<file path="src/rtl/disp_scan_ctrl.sv">
// Display scan scheduler: steps six digit slots, blanks at each change, double-buffers the BCD result.
// Optional PWM dimming is enabled by defining DISP_DIM_EN (adds dim_level_i).
module disp_scan_ctrl #(
   parameter int unsigned SCAN_DIV  = 50000,
   parameter int unsigned BLANK_CYC = 16
) (
   input  logic        clk,
   input  logic        rst_n,
   input  logic        latch_i,
   input  logic [3:0]  q5_i,
   input  logic [3:0]  q4_i,
   input  logic [3:0]  q3_i,
   input  logic [3:0]  q2_i,
   input  logic [3:0]  q1_i,
   input  logic [3:0]  q0_i,
`ifdef DISP_DIM_EN
   input  logic [3:0]  dim_level_i,
`endif
   output logic [2:0]  disp_select_o,
   output logic [3:0]  digit_data_o,
   output logic [23:0] hold_bus_o,
   output logic [5:0]  digit_en_n_o,
   output logic        frame_start_o,
   output logic        state_o,
   output logic        pending_o
);

   localparam int unsigned CW = (SCAN_DIV > 2) ? $clog2(SCAN_DIV) : 1;
   localparam logic [CW-1:0] LAST_CNT  = CW'(SCAN_DIV - 1);
   localparam logic [CW-1:0] BLANK_CNT = CW'(BLANK_CYC);

   typedef enum logic {ST_BLANK = 1'b0, ST_SHOW = 1'b1} state_e;

   state_e      state_q, state_d;
   logic [CW-1:0] cnt_q, cnt_d;
   logic [2:0]  sel_q, sel_d;
   logic        started_q;
   logic [23:0] disp_q, disp_d;
   logic [23:0] shadow_q, shadow_d;
   logic        pending_q, pending_d;
   logic [3:0]  digit_q, digit_d;
   logic [5:0]  en_n_q, en_n_d;
   logic        fs_q, fs_d;
   logic        wrap;
   logic        lit;
   logic [23:0] q_bus;
`ifdef DISP_DIM_EN
   logic [3:0]  pwm_q, pwm_d;
   logic [3:0]  dim_q, dim_d;
`endif

   assign q_bus = {q5_i, q4_i, q3_i, q2_i, q1_i, q0_i};

   always_comb begin
      cnt_d     = cnt_q;
      sel_d     = sel_q;
      disp_d    = disp_q;
      shadow_d  = shadow_q;
      pending_d = pending_q;
      lit       = 1'b1;
      // The first edge after reset release enters slot 0 without advancing the counter.
      if (!started_q) begin
         cnt_d = '0;
         sel_d = 3'd0;
      end else if (cnt_q == LAST_CNT) begin
         cnt_d = '0;
         sel_d = (sel_q == 3'd5) ? 3'd0 : sel_q + 3'd1;
      end else begin
         cnt_d = cnt_q + 1'b1;
      end
      wrap = started_q && (cnt_q == LAST_CNT) && (sel_q == 3'd5);

      if (wrap) begin
         if (latch_i) begin
            disp_d   = q_bus;
            shadow_d = q_bus;
         end else if (pending_q) begin
            disp_d = shadow_q;
         end
         pending_d = 1'b0;
      end else if (latch_i) begin
         shadow_d  = q_bus;
         pending_d = 1'b1;
      end

      state_d = (cnt_d < BLANK_CNT) ? ST_BLANK : ST_SHOW;

`ifdef DISP_DIM_EN
      pwm_d = pwm_q;
      dim_d = dim_q;
      if (state_d == ST_SHOW) begin
         if (state_q == ST_BLANK) begin
            pwm_d = 4'd0;
            dim_d = dim_level_i;
         end else begin
            pwm_d = pwm_q + 4'd1;
         end
         lit = (pwm_d < dim_d);
      end
`endif

      en_n_d = 6'b111111;
      if (state_d == ST_SHOW && lit) begin
         en_n_d = ~(6'b000001 << sel_d);
      end

      case (sel_d)
         3'd0:    digit_d = disp_d[23:20];
         3'd1:    digit_d = disp_d[19:16];
         3'd2:    digit_d = disp_d[15:12];
         3'd3:    digit_d = disp_d[11:8];
         3'd4:    digit_d = disp_d[7:4];
         3'd5:    digit_d = disp_d[3:0];
         default: digit_d = 4'hF;
      endcase

      fs_d = !started_q || wrap;
   end

   always_ff @(posedge clk or negedge rst_n) begin
      if (!rst_n) begin
         state_q   <= ST_BLANK;
         cnt_q     <= '0;
         sel_q     <= 3'd0;
         started_q <= 1'b0;
         disp_q    <= 24'hFFFFFF;
         shadow_q  <= 24'hFFFFFF;
         pending_q <= 1'b0;
         digit_q   <= 4'hF;
         en_n_q    <= 6'b111111;
         fs_q      <= 1'b0;
`ifdef DISP_DIM_EN
         pwm_q     <= 4'd0;
         dim_q     <= 4'd0;
`endif
      end else begin
         state_q   <= state_d;
         cnt_q     <= cnt_d;
         sel_q     <= sel_d;
         started_q <= 1'b1;
         disp_q    <= disp_d;
         shadow_q  <= shadow_d;
         pending_q <= pending_d;
         digit_q   <= digit_d;
         en_n_q    <= en_n_d;
         fs_q      <= fs_d;
`ifdef DISP_DIM_EN
         pwm_q     <= pwm_d;
         dim_q     <= dim_d;
`endif
      end
   end

   assign disp_select_o = sel_q;
   assign digit_data_o  = digit_q;
   assign hold_bus_o    = disp_q;
   assign digit_en_n_o  = en_n_q;
   assign frame_start_o = fs_q;
   assign state_o       = state_q;
   assign pending_o     = pending_q;

endmodule

</file>
<file path="config.mk">
export PLATFORM = sky130hd
export DESIGN_NAME = disp_scan_ctrl
export DESIGN_NICKNAME = d
export VERILOG_FILES = /design/src/rtl/disp_scan_ctrl.sv
export SDC_FILE = /design/constraint.sdc
export NUM_CORES = 1
export LEC_CHECK = 0
export ABC_AREA = 1
export CAP_MARGIN = 15
export CORE_ASPECT_RATIO = 0.9
export CORE_MARGIN = 1
export CORE_UTILIZATION = 40
export CTS_BUF_LIST = sky130_fd_sc_hd__clkbuf_2 sky130_fd_sc_hd__clkbuf_4 sky130_fd_sc_hd__clkbuf_8
export CTS_CLUSTER_SIZE = 16
export DETAILED_ROUTE_END_ITERATION = 8
export GPL_ROUTABILITY_DRIVEN = 0
export MAX_ROUTING_LAYER = met4
export PLACE_DENSITY = 0.73
export SLEW_MARGIN = 20
export SYNTH_ARGS = -nofsm -noshare
export SYNTH_HDL_FRONTEND = slang
export SYNTH_SLANG_ARGS = --single-unit
</file>
<file path="constraint.sdc">
create_clock -name clk -period 3.9 [get_ports clk]
set_clock_uncertainty 0.05 [all_clocks]
set_input_delay 0.78 -clock clk [delete_from_list [all_inputs] [get_ports clk]]
set_output_delay 0.78 -clock clk [all_outputs]
set_load 0.03 [all_outputs]
</file>
==> metrics.cfg <==
[final_layout]
multi_input_area_um2 = 1660
final_core_util_pct = 51.4
fill_cells = 931
layout-drive-gt1-share_pct = 19.5
final_cell_mix = nand2_1 (213), clkdlybuf4s50_1 (65), dfstp_2 (58)
layout.area.seq_um2 = 2100
syn2layout_area_growth_pct = 24.4
nets = 608
diodes = 0
layout_commonest_cell = nand2_1

[cts]
clk_pin_slew_ns = 0.09
clk_path_buf_depth = 2
cts_setup_buffers = 0
cts_tree = built
h-tree-depth = 3
hold_buffers = 0
cts_buffers = 9
clock_latency_ns = 0.36
clock-sinks = 81
clockRootBuffer = clkbuf_8
cts-resized-gates = 0

[global_route]
antenna_found_initial = 0
grt_pass1_wl_mm = 16.6
grt_pass1_vias = 3374
grt-ovfl-total = 0
grt_max_degree = 82
track_usage_pct = 21.1

[setup_path]
worstPathMaxFanout = 20
arrival_ns = 3.15
crit_path_end_kind = flip-flop
critPathRequiredTime_ns = 4.16
cp-start-kind = input port
cp-startpoint = latch_i
reg2reg_from = started_q
path_class = input port to flip-flop
worst-r2r-setup-slack_ns = 1.22

[logic_synthesis]
syn_inst = 513
yosys.area_share.adder_pct = 0.311
synth-seq-cells = 81
synth_nets = 541
yosys.area_share.simple_pct = 38.7
yosysSeqAreaShare_pct = 52.1
yosys_warnings = 0
synth_top_family_by_area = simple AND/OR/NAND/NOR gates
synthMuxAreaShare_pct = 0
synth.distinct_cells = 32
syn-cell-area_um2 = 4030
synth_xor_area_share_pct = 0.435
synth_area_per_cell_um2 = 7.85
synth_compound_area_share_pct = 1.77

[hold_path]
hold_path.class = flip-flop to flip-flop
min_from = shadow_q[17]

[timing]
finalHoldViolCount = 0
fin_ws_ns = 1.01
final-setup-viol-count = 0
slew_violations = 0
tns_ns = 0
max_slew_margin_pct = 34.8
finalCriticalPeriod_ns = 2.89
tightest_slew_ns = 0.978
min_period_over_period_pct = 74.1
timing.fmax_mhz = 346
grt_setup_unrepaired = false

[placement]
portBuffers = 66
place_ws_ns = 0.716
dp_hpwl_mm = 7.36

[floorplan]
io_pins = 67
rows = 34
core-area_um2 = 9740
die_w_um = 108
fp.dieH_um = 97.2
initial_utilization_pct = 41.3
dieArea_um2 = 10500

[route]
num_vias = 3508
viasPerCell = 4.93
antenna_left = 0
totalWireLength_mm = 9.88
avgRoutedWirePerCell_um = 13.9
post-route-drc-count = 0
dr.pass1.iters = 5
drtIter0Drc = 262

[power_and_ir_drop]
total_power_mw = 1.64
power.leakage_nw = 2.45
vdd_ir_drop_max_v = 0.000205
powerDensity_nw_per_um2 = 328

[run_status]
status = complete, no violations

[job]
cap_violations = 0

-- cell usage after synthesis --
| cell type | instances | area (um2) |
|---|---|---|
| nor2_4 | 3 | 33.8 |
| inv_2 | 7 | 26.3 |
| nand2_2 | 7 | 43.8 |
| or2_1 | 1 | 6.26 |
| clkbuf_1 | 5 | 18.8 |
| nor2_2 | 9 | 56.3 |
| nor3_2 | 1 | 10.0 |
| xor2_1 | 2 | 17.5 |
| buf_4 | 1 | 7.51 |
| nand3_4 | 1 | 17.5 |
| nor3_1 | 5 | 25.0 |
| buf_2 | 6 | 30.0 |
| o211ai_1 | 1 | 7.51 |
| dfstp_2 | 58 | 1520 |
| dfrtp_1 | 23 | 576 |
| clkinv_1 | 2 | 7.51 |
| nand2_4 | 1 | 11.3 |
| nand3_1 | 39 | 195 |
| nand2_1 | 213 | 800 |
| inv_1 | 45 | 169 |
| clkinv_2 | 1 | 5.00 |
| nor2_8 | 2 | 40.0 |
| o21ai_0 | 10 | 50.1 |
| conb_1 | 1 | 3.75 |
| nor3_4 | 1 | 16.3 |
| nand3_2 | 3 | 30.0 |
| o21ai_2 | 1 | 8.76 |
| a21oi_1 | 1 | 5.00 |
| nor2_1 | 46 | 173 |
| nand4_1 | 15 | 93.8 |
| nor3b_1 | 1 | 7.51 |
| ha_1 | 1 | 12.5 |
-- sequential cells by signal, indices dropped and copies added (netlist names) --
register	count
hold_bus_o	24
pending_o	1
started_q	1
disp_select_o	3
frame_start_o	1
shadow_q	24
digit_en_n_o	6
cnt_q	16
digit_data_o	4
state_o	1
-- layout make-up --
class,count,area share [%]
Sequential cell,81,41.9
Multi-Input combinational cell,365,33.2
Timing Repair Buffer,68,13.4
Inverter,55,4.15
Tap cell,126,3.15
Clock buffer,9,2.47
Clock inverter,7,1.67
-- where the power goes --
part | internal [mW] | switching (mW)
sequential | 0.883 | 0.0107
combinational | 0.0378 | 0.0571
clock | 0.309 | 0.344
total | 1.23 | 0.412
-- metrics by stage --
step	cells	cell area (um2)	hold slack (ns)
floorplan	513	4030	0.381
global placement	695	4800	0.402
detailed placement	695	4800	0.401
CTS	711	5010	0.418
global route	711	5010	0.434
finish	711	5010	0.419
-- metal layers --
layer / wire length, um / share of wire [%] / track usage [%] / vias to the layer above
li1: - / - / - / 1725
met1: 4700 / 48 / 30.0 / 1641
met2: 4430 / 45 / 30.4 / 132
met3: 617 / 6.2 / 3.15 / 10
met4: 140 / 1.4 / 8.11 / 0
met5: 0 / 0 / - / -
-- kinds of logic (layout without fill, tap and decap cells) --
kind of cell    after synthesis  in the layout
buf+inv                      67            139
compound gates               13             13
other cells                   1              1
flops                        81             81
xor+xnor                      2              2
fa+ha+maj                     1              1
simple gates                348            348
-- critical path, cell delays in order --
cell and delay [ns]:
clkdlybuf4s50_1 0.48, nor2_1 0.04, inv_1 0.29, nand4_1 0.75, clkinv_2 0.36, nand2_1 0.12
nand2_1 0.11, nand2_1 0.06, nand2_1 0.06, nor2_1 0.04, nand2_1 0.06
-- final timing paths --
| kind | end | cells after the start |
|---|---|---|
| setup reg to reg | digit_data_o[1] | 11 |
| hold / removal | shadow_q[17] | 2 |
| max in group asynchronous | cnt_q[14] | 1 |
| setup / recovery | digit_data_o[1] | 11 |
| min in group asynchronous | cnt_q[10] | 1 |
| hold reg to reg | shadow_q[17] | 2 |
(Power assumes the default switching activity.)
